File: config.mk
export PLATFORM = sky130hd
export DESIGN_NAME = chime_alarm_ctrl
export DESIGN_NICKNAME = d
export VERILOG_FILES = /design/src/rtl/chime_alarm_ctrl.sv
export SDC_FILE = /design/constraint.sdc
export NUM_CORES = 1
export LEC_CHECK = 0
export ABC_AREA = 1
export CORE_MARGIN = 4
export CORE_UTILIZATION = 45
export DETAILED_ROUTE_END_ITERATION = 6
export PLACE_DENSITY_LB_ADDON = 0.08
export SLEW_MARGIN = 20
export SYNTH_ARGS = -nofsm -noshare
export SYNTH_HDL_FRONTEND = slang
export SYNTH_SLANG_ARGS = --single-unit
File: constraint.sdc
create_clock -name CLK -period 2.4 [get_ports CLK]
set_clock_uncertainty 0.1 [all_clocks]
set_input_delay 0.36 -clock CLK [delete_from_list [all_inputs] [get_ports CLK]]
set_output_delay 0.36 -clock CLK [all_outputs]
set_load 0.05 [all_outputs]
File: src/rtl/chime_alarm_ctrl.sv
`default_nettype none
// ============================================================================
//  Module   : chime_alarm_ctrl
//  Purpose  : Hourly pip chime plus a daily alarm with snooze and stop.
//             Reads BCD time from the time counters and drives a gated
//             tone onto the buzzer line. Registered, single-clock design.
//  Ports    : CLK          in  system clock, rising edge
//             nCR          in  asynchronous active-low reset
//             Hour/Minute/Second  in [7:0]  current time, BCD
//             AlarmEn      in  alarm enable (level)
//             AlarmHour/AlarmMinute in [7:0] alarm time, BCD
//             Snooze/Stop  in  debounced keys, act on rising edge
//             ALARM        out buzzer drive (gated tone)
//             Chiming      out high while an hourly pip sounds
//             Ringing      out high while the alarm rings
//  Revision : 1.0  initial release
// ============================================================================
module chime_alarm_ctrl #(
  parameter int CLK_HZ     = 2000,
  parameter int LO_DIV     = 4,
  parameter int HI_DIV     = 2,
  parameter int PIP_COUNT  = 5,
  parameter int RING_SECS  = 60,
  parameter int SNOOZE_MIN = 5,
  parameter int SNOOZE_MAX = 3
) (
  input  logic       CLK,
  input  logic       nCR,
  input  logic [7:0] Hour,
  input  logic [7:0] Minute,
  input  logic [7:0] Second,
  input  logic       AlarmEn,
  input  logic [7:0] AlarmHour,
  input  logic [7:0] AlarmMinute,
  input  logic       Snooze,
  input  logic       Stop,
  output logic       ALARM,
  output logic       Chiming,
  output logic       Ringing
);

  // A divider longer than the clock itself makes no sense; clamp to a
  // valid half-period so a bad parameter cannot produce a zero-width counter.
  localparam int LO_HALF = (LO_DIV >= 2 && LO_DIV <= CLK_HZ) ? LO_DIV / 2 : 1;
  localparam int HI_HALF = (HI_DIV >= 2 && HI_DIV <= CLK_HZ) ? HI_DIV / 2 : 1;
  localparam int LO_W    = (LO_HALF > 1) ? $clog2(LO_HALF) : 1;
  localparam int HI_W    = (HI_HALF > 1) ? $clog2(HI_HALF) : 1;
  localparam int SNZ_W   = ($clog2(SNOOZE_MAX + 1) < 2) ? 2 : $clog2(SNOOZE_MAX + 1);

  localparam logic [1:0] S_IDLE   = 2'd0;
  localparam logic [1:0] S_RING   = 2'd1;
  localparam logic [1:0] S_SNOOZE = 2'd2;

  function automatic logic [7:0] bcd8(input int v);
    return {4'(v / 10), 4'(v % 10)};
  endfunction

  logic [1:0]       state, state_nx;
  logic [LO_W-1:0]  lo_cnt;
  logic [HI_W-1:0]  hi_cnt;
  logic             lo_tone, hi_tone;
  logic [7:0]       sec_q, min_q;
  logic             snooze_q, stop_q;
  logic [7:0]       ring_cnt;
  logic [5:0]       min_cnt;
  logic [SNZ_W-1:0] snz_cnt;

  logic sec_tick, min_tick, snz_edge, stop_edge;
  logic alarm_match;
  logic ring_clr, ring_inc, snz_clr, snz_inc, min_clr, min_inc;
  logic lo_sec, chime_ok, chime_lo, chime_hi, ring_tone;

  assign sec_tick  = (Second != sec_q);
  assign min_tick  = (Minute != min_q);
  assign snz_edge  = Snooze & ~snooze_q;
  assign stop_edge = Stop & ~stop_q;

  assign alarm_match = sec_tick && (Second == 8'h00) &&
                       (Hour == AlarmHour) && (Minute == AlarmMinute);

  // Free-running tone dividers; gating never touches their phase.
  always_ff @(posedge CLK or negedge nCR) begin
    if (!nCR) begin
      lo_cnt  <= '0;
      lo_tone <= 1'b0;
      hi_cnt  <= '0;
      hi_tone <= 1'b0;
    end else begin
      if (lo_cnt == LO_W'(LO_HALF - 1)) begin
        lo_cnt  <= '0;
        lo_tone <= ~lo_tone;
      end else begin
        lo_cnt <= lo_cnt + LO_W'(1);
      end
      if (hi_cnt == HI_W'(HI_HALF - 1)) begin
        hi_cnt  <= '0;
        hi_tone <= ~hi_tone;
      end else begin
        hi_cnt <= hi_cnt + HI_W'(1);
      end
    end
  end

  // Next-state logic. Disabling the alarm overrides everything; within
  // RING and SNOOZE a Stop edge is checked before Snooze.
  always_comb begin
    state_nx = state;
    ring_clr = 1'b0;
    ring_inc = 1'b0;
    snz_clr  = 1'b0;
    snz_inc  = 1'b0;
    min_clr  = 1'b0;
    min_inc  = 1'b0;
    if (!AlarmEn) begin
      state_nx = S_IDLE;
    end else begin
      case (state)
        S_IDLE: begin
          if (alarm_match) begin
            state_nx = S_RING;
            ring_clr = 1'b1;
            snz_clr  = 1'b1;
          end
        end
        S_RING: begin
          if (stop_edge) begin
            state_nx = S_IDLE;
          end else if (snz_edge && (snz_cnt < SNZ_W'(SNOOZE_MAX))) begin
            state_nx = S_SNOOZE;
            snz_inc  = 1'b1;
            min_clr  = 1'b1;
          end else if (sec_tick) begin
            ring_inc = 1'b1;
            if (ring_cnt == 8'(RING_SECS - 1))
              state_nx = S_IDLE;
          end
        end
        S_SNOOZE: begin
          if (stop_edge) begin
            state_nx = S_IDLE;
          end else if (min_tick) begin
            if (min_cnt == 6'(SNOOZE_MIN - 1)) begin
              state_nx = S_RING;
              ring_clr = 1'b1;
            end else begin
              min_inc = 1'b1;
            end
          end
        end
        default: state_nx = S_IDLE;
      endcase
    end
  end

  // Low pips fall on the odd seconds just before :59 (57, 55, ...).
  always_comb begin
    lo_sec = 1'b0;
    for (int k = 1; k < PIP_COUNT; k++) begin
      if (Second == bcd8(59 - 2 * k))
        lo_sec = 1'b1;
    end
  end

  // Chime only from IDLE/SNOOZE and never on a cycle that enters RING.
  assign chime_ok  = ((state == S_IDLE) || (state == S_SNOOZE)) &&
                     (state_nx != S_RING) && (Minute == 8'h59);
  assign chime_lo  = chime_ok && lo_sec;
  assign chime_hi  = chime_ok && (Second == 8'h59);
  // Even ring seconds sound, odd ones are silent: 1 s on / 1 s off.
  assign ring_tone = (state == S_RING) && !ring_cnt[0] && hi_tone;

  always_ff @(posedge CLK or negedge nCR) begin
    if (!nCR) begin
      state    <= S_IDLE;
      sec_q    <= '0;
      min_q    <= '0;
      snooze_q <= 1'b0;
      stop_q   <= 1'b0;
      ring_cnt <= '0;
      min_cnt  <= '0;
      snz_cnt  <= '0;
      ALARM    <= 1'b0;
      Chiming  <= 1'b0;
      Ringing  <= 1'b0;
    end else begin
      state    <= state_nx;
      sec_q    <= Second;
      min_q    <= Minute;
      snooze_q <= Snooze;
      stop_q   <= Stop;

      if (ring_clr)
        ring_cnt <= '0;
      else if (ring_inc && (ring_cnt != 8'hFF))
        ring_cnt <= ring_cnt + 8'd1;

      if (min_clr)
        min_cnt <= '0;
      else if (min_inc)
        min_cnt <= min_cnt + 6'd1;

      if (snz_clr)
        snz_cnt <= '0;
      else if (snz_inc)
        snz_cnt <= snz_cnt + SNZ_W'(1);

      ALARM   <= ring_tone | (chime_lo & lo_tone) | (chime_hi & hi_tone);
      Chiming <= chime_lo | chime_hi;
      Ringing <= (state_nx == S_RING);
    end
  end

endmodule
`default_nettype wire

Yosys cells after proc, flatten, opt, wreduce, memory -nomap -nowiden
Index checks and enable logic that the tools add are counted.
{"block": "classes", "n_addsub": 5, "muxes": 44, "bitwise": 11, "eq_ne": 17, "magnitude_cmp": 1, "reduce_logical": 18}
{"operator": "$eq A8 B7 Y1 const B", "count": 6}
{"operator": "$mux W1", "count": 27}
{"operator": "$mux W2", "count": 11}
{"operator": "$eq A8 B8 Y1", "count": 2}
{"operator": "$mux W8", "count": 2}
{"operator": "$ne A8 B8 Y1", "count": 2}
{"operator": "$mux W6", "count": 2}
{"operator": "$logic_and A1 B1 Y1", "count": 11}
{"operator": "$add A8 B1 Y8 const B", "count": 1}
{"operator": "$eq A8 B6 Y1 const B", "count": 1}
{"operator": "$logic_not A8 Y1", "count": 1}
{"operator": "$ne A8 B8 Y1 const B", "count": 1}
{"operator": "$add A6 B1 Y6 const B", "count": 1}
{"operator": "$eq A6 B3 Y1 const B", "count": 1}
{"operator": "$pmux W2 S3", "count": 1}
{"operator": "$reduce_bool A2 Y1", "count": 3}
{"operator": "$and A1 B1 Y1", "count": 4}
{"operator": "$eq A2 B1 Y1 const B", "count": 2}
{"operator": "$not A1 Y1", "count": 4}
{"operator": "$or A1 B1 Y1", "count": 3}
{"operator": "$add A1 B1 Y1 const B", "count": 2}
{"operator": "$add A2 B1 Y2 const B", "count": 1}
{"operator": "$eq A2 B2 Y1 const B", "count": 1}
{"operator": "$logic_not A2 Y1", "count": 1}
{"operator": "5 further kinds", "count": 5}
{"block": "totals", "reg_bits": 43, "input_bits": 45, "word_cells": 111, "output_inout_bits": 3}

Logic depth before layout (Yosys ltp)
{"block": "depth", "depth_word": 14, "depth_mapped": 13, "mapped_depth_nobuf": 13}

Worst setup path before layout
No wires, ideal clock.
{"block": "synth_path", "path_type": "reg2reg", "start": "register min_cnt[0]", "end": "register ring_cnt[2]", "t_arrival_ns": 1.538, "synth_period_minus_slack_ns": 1.778, "t_required_ns": 2.160, "setup_time_ns": 0.140, "path_buffers": 0, "path_stages_with_launch": 8, "setup_slack_ns": 0.622, "path_cell_list": "dfrtp_1 -> inv_1 -> ha_1 -> nand3_1 -> nor3_1 -> nand3_1 -> a21oi_1 -> nor3b_1"}
{"block": "synth_via", "elab_chain_cells": 7, "word_cells_on_any_way": 8, "classes_between": "1 x eq/ne; 6 x mux; 1 x reduce/logical"}
{"item": "from (decl)", "line": "65", "rtl": "logic [5:0] min_cnt;"}
{"item": "from (signal assigned)", "line": "200", "rtl": "min_cnt <= min_cnt + 6'd1;"}
{"item": "$eq A6 B3 Y1 (*)", "line": "142", "rtl": "if (min_cnt == 6'(SNOOZE_MIN - 1)) begin"}
{"item": "$mux W1 (*)", "line": "142"}
{"item": "$mux W1 (*)", "line": "141", "rtl": "end else if (min_tick) begin"}
{"item": "$mux W1 (*)", "line": "139", "rtl": "if (stop_edge) begin"}
{"item": "$pmux W1 S2 (*)", "line": "117", "rtl": "case (state)"}
{"item": "$mux W1 (*)", "line": "114", "rtl": "if (!AlarmEn) begin"}
{"item": "$mux W8 / $reduce_bool A2 Y1 (equally long branches)"}
{"item": "to (signal assigned)", "line": "195", "rtl": "ring_cnt <= ring_cnt + 8'd1;"}
{"item": "to (decl)", "line": "64", "rtl": "logic [7:0] ring_cnt;"}
Mark *: on every way between the ends. The rest lies on a longest branch, timed or not.
A chain may end at the register's enable or synchronous reset.

Final worst setup path
{"block": "layout_path", "start": "input port Second[3]", "end": "register ring_cnt[3]"}
{"block": "layout_via", "elab_chain_cells": 8, "word_cells_on_any_way": 16, "classes_between": "1 x eq/ne; 9 x mux; 6 x reduce/logical"}
{"item": "from (decl)", "line": "31", "rtl": "input logic [7:0] Second,"}
{"item": "$ne A8 B8 Y1 / $logic_not A8 Y1 (equally long branches)", "line": "73, 78"}
{"item": "$mux W1 / $logic_and A1 B1 Y1 (equally long branches)", "line": "132, 78"}
{"item": "$mux W1 / $logic_and A1 B1 Y1 (equally long branches)", "line": "128, 78"}
{"item": "$mux W1 / $logic_and A1 B1 Y1 (equally long branches)", "line": "126, 79"}
{"item": "$mux W1 (on tied branches)", "line": "117, 119"}
{"item": "$mux W1 / $pmux W1 S2 (equally long branches)", "line": "114, 117"}
{"item": "$logic_and A1 B1 Y1 / $mux W1 (equally long branches)", "line": "194, 114"}
{"item": "$reduce_bool A2 Y1 (no source line) / $mux W8 (equally long branches)"}
Several ways; a longest one is shown, not always the timed one.

==> metrics.csv <==
stage;metric;value;unit
run_status;status;completed;
cells_and_area;# nets final;495;
floorplanning;IO Pins;48;
sta;Final Cycle Share;83.0;%
clocking;Max Root-Sink Buffers;2;
clocking;CTS buffer count;5;
logic_synthesis;top_reg_cell synth;dfrtp_1;
logic_synthesis;top-count cell post-synth;nand2_1;
pwr;sequential share of power;47.8;%
sta;Slew headroom;63.7;%
placement;placed cell areas;0.00322;mm^2
pwr;Comb power frac;15.4;%
pwr;Peak supply drop;0.000349;V
pwr;Clk network pwr share;36.8;%
detailed_routing;Detailed Route Iter0 Violations;107;
critical_path;R2R setup slack;0.49;ns
clocking;Worst-Skew Late Latency;0.29;ns
detailed_routing;drt wl/cell;11.3;um
grt;initial antenna violation count;0;
sta;minimum clock period after layout;1.99;ns
logic_synthesis;part of the Yosys area used for sequential elements;40.2;%
floorplanning;initial core utilization;46.9;%
pwr;Tot Pwr;1.53;mW
logic_synthesis;Warnings, synthesis;0;
logic_synthesis;Post-synth EDFFs;0;
sta;final hold violation count;0;
clocking;Hold Buf Count CTS;0;
clocking;CTS tree;built;
clocking;CTS clk-pin slew, worst paths;0.08;ns
logic_synthesis;ys async rst share;100;%
placement;I/O Buffers;47;
critical_path;type of origin of the critical path;primary input;
grt;GR Overflow Total;0;
cells_and_area;diode count;0;
detailed_routing;DRC violations left;0;
floorplanning;Die Wd;84.3;um
sta;RSZ-0062 raised after global routing;false;
clocking;CTS root buf;clkbuf_8;
pwr;Internal;1.14;mW
cells_and_area;fraction of layout cells with a size suffix above 1;6.94;%
pwr;Net Sw Frac;25.0;%
sta;Slew Limit Fails;0;
detailed_routing;via/cell ratio;4.63;
worst_hold_path;Hold/Removal Path Class;in2async;
critical_path;worst-path maximum fanout;7;
clocking;CTS resizes;0;
sta;FMAX;502;MHz
floorplanning;DIE AREA;0.00710;mm^2
detailed_routing;final wirelength;5.89;mm
sta;Setup Total Neg Slack;0;ns
pwr;PwrDens;459;mW/mm^2
placement;HPWL after detailed placement;4.63;mm
grt;Overall Global Routing Usage;17.8;%
logic_synthesis;syn avg cell area;6.78;um^2
critical_path;R2R Path Start;snz_cnt[0];
critical_path;cells on worst reg2reg path;8;
pwr;Leak;1.83;nW
grt;first-pass GRT wire length;10.5;mm
logic_synthesis;Synth Register Bits;42;
clocking;CTS Sinks;42;
floorplanning;Core Area;0.00557;mm^2
logic_synthesis;net count after synthesis;435;
logic_synthesis;Post-synth top cells;129 x nand2_1, 78 x inv_1, 42 x dfrtp_1;
floorplanning;Row Count;27;
logic_synthesis;post-synthesis instance total;386;
sta;final setup fails;0;
critical_path;CP Capture Type;flop;
logic_synthesis;synth unique cells;24;
detailed_routing;Routed Antenna Nets;0;
critical_path;Crit Path Class;in2reg;
detailed_routing;routed vias;2402;
placement;GPL Wtd Cong;0.873;
logic_synthesis;Synth top area share;40.2;%
critical_path;crit path DAT;2.10;ns
grt;vias in the first global route;2376;
grt;largest net degree at the start of global routing;43;
detailed_routing;Pre-antenna DRT Iters;4;
cells_and_area;Area Overhead vs Synth;27.1;%
clocking;H-tree Lvls;2;
floorplanning;Die Y;84.3;um
flow_run;Max-cap violations;0;
critical_path;CP required;2.51;ns
sta;Tightest Pin Transition;0.544;ns
clocking;post-CTS setup buffers;0;
logic_synthesis;Synth area leader;dfrtp_1;
logic_synthesis;Mapped Area;0.00262;mm^2
critical_path;R2R Path End;min_cnt[0];
logic_synthesis;synth top area cells;dfrtp_1 40%, nand2_1 19%, inv_1 11%, nor2_1 5.9%, xnor2_1 3.7%;
pwr;switching power;382;uW
cells_and_area;cell area after layout;0.00333;mm^2
## metrics by stage
step | setup WS [ns] | std cells | hold slack, ns | util [%]
final | 0.407 | 519 | 0.0230 | 59.7
after global routing | 0.216 | 519 | 0.0718 | 59.7
after CTS | 0.408 | 519 | 0.0566 | 59.7
after detailed placement | 0.110 | 511 | 0.335 | 57.7
after global placement | 0.131 | 511 | 0.324 | 57.7
after floorplan | 0.622 | 386 | -0.0356 | -
## area by class of cell
cell class / count / area (um^2)
fill: 554 / 2250
multi-input combinational: 260 / 1250
sequential: 42 / 1050
timing repair buffer: 53 / 510
inverter: 84 / 315
tap: 72 / 90.1
clock buffer: 5 / 68.8
clock inverter: 3 / 40.0
## registers in the layout (all words and copies together) (netlist names)
name	flops
min_q	8
ring_cnt	8
sec_q	8
min_cnt	6
snz_cnt	2
state	2
ALARM	1
Chiming	1
Ringing	1
hi_tone	1
lo_cnt	1
lo_tone	1
snooze_q	1
stop_q	1
## worst max-delay path: stages
cell	delay, ns
clkdlybuf4s50_1	0.57
inv_2	0.08
nand2_1	0.06
nand2_1	0.06
nor2_1	0.09
nand2_1	0.06
nor2_1	0.25
nor2_1	0.08
nand2_1	0.09
a21oi_1	0.06
buf_4	0.16
nor3b_1	0.18
## per-layer routing
metal / vias up / GRT usage [%] / part of all wire, %
met4: 0 / 3.65 / 0.76
met1: 1068 / 23.1 / 47
met2: 42 / 30.6 / 48
met5: - / 0 / 0
li1: 1288 / - / -
met3: 4 / 4.02 / 4.3
## logic make-up (layout without fill, tap and decap cells)
group                      Yosys count  in the layout  share of synthesized area [%]
DFF                                 42             42                           40.2
adders and majority gates            4              4                           1.91
and+or+nand+nor                    223            223                           37.2
AOI/OAI and AO/OA                   18             18                           3.68
buffers and inverters               84            145                           12.1
xor gates and xnor gates            15             15                           5.02
## power groups by stage
stage	sequential [mW]	clock, mW	combinational [mW]
2_1_floorplan	0.742	0	0.107
3_3_place_gp	0.743	0	0.234
3_5_place_dp	0.743	0	0.237
4_1_cts	0.729	0.576	0.239
5_1_grt	0.731	0.605	0.269
6_report	0.729	0.561	0.235
## placed cells by master (no fill, tap or decap)
| cell | synthesis | final |
|---|---|---|
| nand2_1 | 129 | 129 |
| inv_1 | 78 | 78 |
| clkdlybuf4s50_1 | 0 | 46 |
| dfrtp_1 | 42 | 42 |
| nor2_1 | 41 | 41 |
| nand3_1 | 16 | 16 |
| xnor2_1 | 11 | 11 |
| nand4_1 | 10 | 10 |
| o21ai_0 | 9 | 9 |
| nor3_1 | 8 | 8 |
| a21oi_1 | 7 | 7 |
| inv_2 | 6 | 6 |
| buf_4 | 0 | 6 |
| nor4_1 | 5 | 5 |
| clkbuf_8 | 0 | 5 |
| xor2_1 | 4 | 4 |
| ha_1 | 4 | 4 |
| nand2_2 | 3 | 3 |
| nor3b_1 | 3 | 3 |
| nor2_4 | 2 | 2 |
| nor3_2 | 2 | 2 |
| clkinv_2 | 0 | 2 |
| or2_2 | 1 | 1 |
| nand3b_1 | 1 | 1 |
| o211a_1 | 1 | 1 |
| nor3_4 | 1 | 1 |
| o22ai_1 | 1 | 1 |
| nor2_2 | 1 | 1 |
| bufinv_16 | 0 | 1 |
| buf_2 | 0 | 1 |
## worst max path at each step
stage	start	endpoint	slack, ns	depth (start not counted)
after global placement	Second[3]	ring_cnt[3]	0.13	12
final	Second[3]	ring_cnt[3]	0.41	12
after floorplan	min_cnt[0]	ring_cnt[2]	0.62	7
after CTS	Second[3]	ring_cnt[3]	0.41	12
after detailed placement	Second[3]	ring_cnt[3]	0.11	12
after global routing	snz_cnt[0]	min_cnt[0]	0.22	8
No activity file was read; power rests on OpenSTA's default activity.
